==> src/rtl/text_pkg.sv <==
// Shared text-mode constants, types and helpers for the text buffer and the pixel encoder.
// The optional cursor blink (macro CURSOR_BLINK_EN) uses BLINK_DIV from here.
package text_pkg;

    localparam int unsigned ROWS       = 7;
    localparam int unsigned COLS       = 20;
    localparam int unsigned ROW_BITS   = 4;
    localparam int unsigned COL_BITS   = 6;
    localparam int unsigned CHAR_BITS  = 8;
    localparam int unsigned NUM_GLYPHS = 130;
    localparam int unsigned BLINK_DIV  = 25_000_000;

    localparam int unsigned CELLS     = ROWS * COLS;
    localparam int unsigned ADDR_BITS = $clog2(CELLS);

    typedef logic [ROW_BITS-1:0]  row_t;
    typedef logic [COL_BITS-1:0]  col_t;
    typedef logic [CHAR_BITS-1:0] char_t;
    typedef logic [ADDR_BITS-1:0] addr_t;

    localparam char_t BLANK_CHAR  = 8'h20;
    localparam char_t CURSOR_CHAR = 8'h5F;

    localparam char_t CC_BS = 8'h08;
    localparam char_t CC_LF = 8'h0A;
    localparam char_t CC_FF = 8'h0C;
    localparam char_t CC_CR = 8'h0D;

    typedef logic [1:0] state_t;
    localparam state_t StIdle   = 2'd0;
    localparam state_t StScroll = 2'd1;
    localparam state_t StClrRow = 2'd2;
    localparam state_t StClear  = 2'd3;

    localparam row_t  ROW_LAST    = row_t'(ROWS - 1);
    localparam col_t  COL_LAST    = col_t'(COLS - 1);
    localparam addr_t IDX_LAST    = addr_t'(CELLS - 1);
    localparam addr_t SCROLL_LAST = addr_t'((ROWS - 1) * COLS - 1);
    localparam addr_t ROW_STRIDE  = addr_t'(COLS);

    function automatic addr_t cell_addr(input row_t r, input col_t c);
        int unsigned a;
        a = 32'(r) * COLS + 32'(c);
        return addr_t'(a);
    endfunction

    function automatic logic is_printable(input char_t code);
        return (code >= BLANK_CHAR) && (32'(code) < NUM_GLYPHS);
    endfunction

endpackage

==> src/rtl/text_ram.sv <==
// Character storage: one synchronous write port and two asynchronous read ports
// (display lookup and scroll source), intended to map onto distributed RAM.
module text_ram
    import text_pkg::*;
#(
    parameter int unsigned Depth = CELLS
) (
    input  logic  clk_i,
    input  logic  we_i,
    input  addr_t waddr_i,
    input  char_t wdata_i,
    input  addr_t disp_addr_i,
    output char_t disp_data_o,
    input  addr_t src_addr_i,
    output char_t src_data_o
);

    char_t mem_q [Depth];

    always_ff @(posedge clk_i) begin
        if (we_i) begin
            mem_q[waddr_i] <= wdata_i;
        end
    end

    // Addresses past the last cell never index the array.
    assign disp_data_o = (32'(disp_addr_i) < Depth) ? mem_q[disp_addr_i] : BLANK_CHAR;
    assign src_data_o  = (32'(src_addr_i) < Depth) ? mem_q[src_addr_i] : BLANK_CHAR;

endmodule

==> src/rtl/text_buffer_ctrl.sv <==
// Text buffer controller: byte-stream glyph writes, cursor tracking, scroll and clear sequencing.
// Define CURSOR_BLINK_EN to overlay a blinking underscore at the cursor on the read port.
module text_buffer_ctrl
    import text_pkg::*;
(
    input  logic  clk,
    input  logic  reset,
    input  logic  in_valid,
    input  char_t in_data,
    output logic  in_ready,
    input  row_t  rin,
    input  col_t  cin,
    output char_t charout,
    output row_t  cur_row,
    output col_t  cur_col,
    output logic  busy
);

    state_t state_q, state_d;
    addr_t  idx_q, idx_d;
    row_t   row_q, row_d;
    col_t   col_q, col_d;

    logic  we, we_c;
    addr_t waddr;
    char_t wdata;
    addr_t disp_addr, src_addr;
    char_t disp_data, src_data;
    logic  in_range;
    logic  show_cursor;
    logic  fire;

    assign in_ready = (state_q == StIdle) && !reset;
    assign busy     = (state_q != StIdle);
    assign fire     = in_valid && in_ready;
    assign cur_row  = row_q;
    assign cur_col  = col_q;

    assign src_addr = idx_q + ROW_STRIDE;
    assign we       = we_c && !reset;

    always_comb begin
        state_d = state_q;
        idx_d   = idx_q;
        row_d   = row_q;
        col_d   = col_q;
        we_c    = 1'b0;
        waddr   = idx_q;
        wdata   = BLANK_CHAR;
        unique case (state_q)
            StIdle: begin
                if (fire) begin
                    if (is_printable(in_data)) begin
                        we_c  = 1'b1;
                        waddr = cell_addr(row_q, col_q);
                        wdata = in_data;
                        if (col_q < COL_LAST) begin
                            col_d = col_q + col_t'(1);
                        end else begin
                            col_d = '0;
                            if (row_q < ROW_LAST) begin
                                row_d = row_q + row_t'(1);
                            end else begin
                                state_d = StScroll;
                                idx_d   = '0;
                            end
                        end
                    end else if (in_data == CC_LF || in_data == CC_CR) begin
                        col_d = '0;
                        if (row_q < ROW_LAST) begin
                            row_d = row_q + row_t'(1);
                        end else begin
                            state_d = StScroll;
                            idx_d   = '0;
                        end
                    end else if (in_data == CC_BS) begin
                        if (col_q != '0) begin
                            col_d = col_q - col_t'(1);
                            we_c  = 1'b1;
                            waddr = cell_addr(row_q, col_q - col_t'(1));
                        end else if (row_q != '0) begin
                            row_d = row_q - row_t'(1);
                            col_d = COL_LAST;
                            we_c  = 1'b1;
                            waddr = cell_addr(row_q - row_t'(1), COL_LAST);
                        end
                    end else if (in_data == CC_FF) begin
                        state_d = StClear;
                        idx_d   = '0;
                        row_d   = '0;
                        col_d   = '0;
                    end
                end
            end
            StScroll: begin
                // Pull each cell up by one row; the index then runs on through the last row.
                we_c  = 1'b1;
                wdata = src_data;
                idx_d = idx_q + addr_t'(1);
                if (idx_q == SCROLL_LAST) begin
                    state_d = StClrRow;
                end
            end
            StClrRow, StClear: begin
                we_c = 1'b1;
                if (idx_q == IDX_LAST) begin
                    state_d = StIdle;
                    idx_d   = '0;
                end else begin
                    idx_d = idx_q + addr_t'(1);
                end
            end
            default: begin
                state_d = StClear;
                idx_d   = '0;
            end
        endcase
    end

    always_ff @(posedge clk) begin
        if (reset) begin
            state_q <= StClear;
            idx_q   <= '0;
            row_q   <= '0;
            col_q   <= '0;
        end else begin
            state_q <= state_d;
            idx_q   <= idx_d;
            row_q   <= row_d;
            col_q   <= col_d;
        end
    end

    assign in_range  = (rin < row_t'(ROWS)) && (cin < col_t'(COLS));
    assign disp_addr = cell_addr(rin, cin);

    text_ram #(
        .Depth(CELLS)
    ) u_ram (
        .clk_i      (clk),
        .we_i       (we),
        .waddr_i    (waddr),
        .wdata_i    (wdata),
        .disp_addr_i(disp_addr),
        .disp_data_o(disp_data),
        .src_addr_i (src_addr),
        .src_data_o (src_data)
    );

`ifdef CURSOR_BLINK_EN
    localparam int unsigned BLINK_BITS = $clog2(BLINK_DIV);

    logic [BLINK_BITS-1:0] blink_cnt_q;
    logic                  blink_q;

    always_ff @(posedge clk) begin
        if (reset) begin
            blink_cnt_q <= '0;
            blink_q     <= 1'b0;
        end else if (blink_cnt_q == BLINK_BITS'(BLINK_DIV - 1)) begin
            blink_cnt_q <= '0;
            blink_q     <= ~blink_q;
        end else begin
            blink_cnt_q <= blink_cnt_q + BLINK_BITS'(1);
        end
    end

    assign show_cursor = blink_q && (state_q == StIdle) && (rin == row_q) && (cin == col_q);
`else
    assign show_cursor = 1'b0;
`endif

    always_comb begin
        charout = BLANK_CHAR;
        if (show_cursor) begin
            charout = CURSOR_CHAR;
        end else if (in_range) begin
            charout = disp_data;
        end
    end

endmodule

==> config.mk <==
export PLATFORM = sky130hd
export DESIGN_NAME = text_buffer_ctrl
export DESIGN_NICKNAME = d
export VERILOG_FILES = /design/src/rtl/text_pkg.sv /design/src/rtl/text_ram.sv /design/src/rtl/text_buffer_ctrl.sv
export SDC_FILE = /design/constraint.sdc
export NUM_CORES = 1
export LEC_CHECK = 0
export CAP_MARGIN = 30
export CELL_PAD_IN_SITES_DETAIL_PLACEMENT = 1
export CELL_PAD_IN_SITES_GLOBAL_PLACEMENT = 2
export CORE_MARGIN = 4
export CORE_UTILIZATION = 40
export CTS_BUF_LIST = sky130_fd_sc_hd__clkbuf_2 sky130_fd_sc_hd__clkbuf_4 sky130_fd_sc_hd__clkbuf_8
export DETAILED_ROUTE_END_ITERATION = 10
export PLACE_DENSITY = 0.68
export SYNTH_ARGS = -nofsm -noshare
export SYNTH_HDL_FRONTEND = slang
export SYNTH_HIERARCHICAL = 1
export SYNTH_SLANG_ARGS = --single-unit
==> constraint.sdc <==
create_clock -name clk -period 6.83 [get_ports clk]
set_clock_uncertainty 0.05 [all_clocks]
set_input_delay 1.0245 -clock clk [delete_from_list [all_inputs] [get_ports clk]]
set_output_delay 1.0245 -clock clk [all_outputs]
set_load 0.02 [all_outputs]
==> metrics.yaml <==
start_kind: "input port"
reg2reg_depth: 9
vias: 37179
cts.repair.resized: 0
hold_depth: 1
hold_slack_ns: 0.492
status: "finished, final reports clean"
grtUsageTotal: 0.290
grt.overflow.total: 0
clock.fmax_mhz: 160
die_y_um: 383
place_area_sq_um: 60300
area_growth_pct: 13.7
cts_buffers: 195
r2r-start: "idx_q[2]"
synth_async_sr_flop_share: 0
worst_pin_slew_ns: 1.12
avgSynthCellArea_sq_um: 16.6
cp.arrival_ns: 5.18
clock-sinks: 1140
wl_per_cell_um: 37.3
drt_iter0_drc: 4790
grt_pass1_wl_um: 300000
syn_area_sq_um: 56400
final_nets: 3755
hpwlAfterDp_um: 149000
drtPass1Iterations: 5
hp-class: "register to register"
initial_core_util: 0.403
nFillCells: 13472
final_antenna_net_count: 0
cts_tree: "built"
layout-drive-gt1-share: 0.290
finalHoldViolations: 0
min_period_ns: 6.25
design_area_sq_um: 64100
cts_setup_buffers: 0
r2r_slack_ns: 0.87
multi_input_area_sq_um: 20700
htreeDepth: 4
max_cap_violations: 0
wirelength_um: 214000
slew_headroom: 0.247
via_per_inst: 6.49
crit_required_ns: 5.76
cts-hold-fix-buffers: 0
regArea_sq_um: 34000
rsz0062_at_grt: "false"
ys_seq_area_frac: 0.604
syn_nets: 3457
clk_latency_ns: 0.93
worstHoldEndpoint: "idx_q[7]"
synthDistinctLibCells: 91
grt_max_degree: 94
drc_errors: 0
synth_cells: 3399
port_buffers: 40
die_area_sq_um: 147000
p_per_area_nw_per_um2: 243
rows: 137
r2r_end: "u_ram/mem_q[102][6]"
die_x_um: 383
antenna_found_initial: 11
ir_worst_vdd_mv: 0.196
synth-main-ff-cell: "edfxtp_1"
cts-root-buf: "clkbuf_8"
clk_pin_slew_ns: 0.05
synth_edf_count: 1120
grt_pass1_vias: 37937
fin_setup_tns_ns: 0
critPathKind: "input port to output port"
p_leak_nw: 22.2
finalSetupViolCount: 0
ys_ff_latch: 1140
final_cell_mix: "1120 x edfxtp_1, 422 x mux4_2, 329 x mux2i_1"
maxSlewViolCount: 0
min_period_over_period: 0.915
gp_congestion: 0.946
worstPathMaxFanout: 9
end_kind: "output port"
clockBufferDepth: 3
num_io_pins: 41
coreArea_sq_um: 140000
hold_start: "idx_q[7]"
final_common_cell: "edfxtp_1"
yosysWarnings: 6
[per-stage QoR]
step	cells	setup WS (ns)	util	power, mW
6_report	5733	0.578	0.459	15.6
5_1_grt	5731	0.512	0.459	16.1
4_1_cts	5728	0.778	0.459	15.6
3_5_place_dp	5375	0.799	0.432	9.54
3_3_place_gp	5373	0.849	0.431	9.52
2_1_floorplan	3399	1.66	-	8.82
[flip-flops by register name, indices dropped and copies added, names as in the netlist]
signal       count
state_q          2
cur_row          4
idx_q            8
u_ram/mem_q   1120
cur_col          6
[kinds of logic after synthesis]
family | Yosys count | share of synthesized area
buf+inv | 289 | 0.0316
mux | 780 | 0.235
flops | 1140 | 0.604
fa+ha+maj | 37 | 0.00901
simple gates | 593 | 0.0495
xor+xnor | 26 | 0.00404
compound gates | 534 | 0.0671
[worst max path at each step]
stage	from	to	depth (start not counted)
final	rin[0]	charout[1]	13
after global routing	rin[1]	charout[3]	14
after CTS	rin[0]	charout[5]	16
after detailed placement	rin[0]	charout[5]	16
after global placement	in_data[5]	u_ram/mem_q[71][7]	11
after floorplan	idx_q[2]	u_ram/mem_q[0][5]	12
[synth_stat cells (all sizes together) (6+ instances only)]
| master | count | area share |
|---|---|---|
| mux2i | 329 | 0.058 |
| nor2 | 212 | 0.014 |
| xor2 | 13 | 0.0020 |
| a31oi | 26 | 0.0029 |
| and2 | 17 | 0.0019 |
| a21o | 7 | 0.00093 |
| inv | 39 | 0.0026 |
| xnor2 | 13 | 0.0020 |
| nor4 | 9 | 0.0010 |
| nor3b | 8 | 0.0011 |
| clkbuf | 82 | 0.0055 |
| a211o | 7 | 0.0011 |
| a211oi | 22 | 0.0030 |
| o221ai | 39 | 0.0061 |
| fa | 6 | 0.0021 |
| mux2 | 21 | 0.0042 |
| o22a | 6 | 0.00093 |
| mux4 | 430 | 0.17 |
| dfxtp | 20 | 0.0071 |
| nor3 | 34 | 0.0032 |
| o21ai | 78 | 0.0069 |
| nand4 | 19 | 0.0021 |
| a22oi | 50 | 0.0067 |
| a22o | 13 | 0.0020 |
| buf | 166 | 0.023 |
| edfxtp | 1120 | 0.60 |
| nand3 | 68 | 0.0060 |
| a21oi | 77 | 0.0068 |
| a221oi | 18 | 0.0032 |
| a2111oi | 6 | 0.0010 |
| nand3b | 7 | 0.0010 |
| o22ai | 76 | 0.0084 |
| nand2 | 146 | 0.0097 |
| ha | 31 | 0.0069 |
| a32oi | 12 | 0.0019 |
| and3 | 8 | 0.00089 |
| o211ai | 26 | 0.0035 |
| nand2b | 12 | 0.0013 |
| a311oi | 15 | 0.0024 |
| a32o | 6 | 0.0011 |
| nor2b | 27 | 0.0030 |
[where the power goes]
part	total, mW	internal (mW)	switching, mW
Clock	6.12	3.23	2.89
Combinational	1.85	0.670	1.18
Sequential	7.59	7.57	0.0203
Total	15.6	11.5	4.09
[worst max-delay path, cell delays in order]
cell and delay [ns]:
clkdlybuf4s50_1 0.56, ha_4 0.16, inv_1 0.05, fa_1 0.43, xnor2_2 0.67, inv_1 0.16, nor2_1 0.49, nand2_1 0.23
o221ai_1 0.40, a31oi_1 0.11, a32oi_1 0.22, and2_1 0.42, buf_4 0.23
[final cells by class]
class,count,share of cell area
timing repair buffer,349,0.0474
sequential,1140,0.531
multi-input combinational,1970,0.323
clock inverter,98,0.00966
tap,1876,0.0366
antenna,4,0.000156
inverter,41,0.00250
clock buffer,255,0.0491
[per-layer routing]
layer,share of wire,global-route usage
met1,0.39,0.391
met2,0.45,0.441
met3,0.098,0.0721
met4,0.056,0.140
met5,0.00021,0
(Power assumes the default switching activity.)
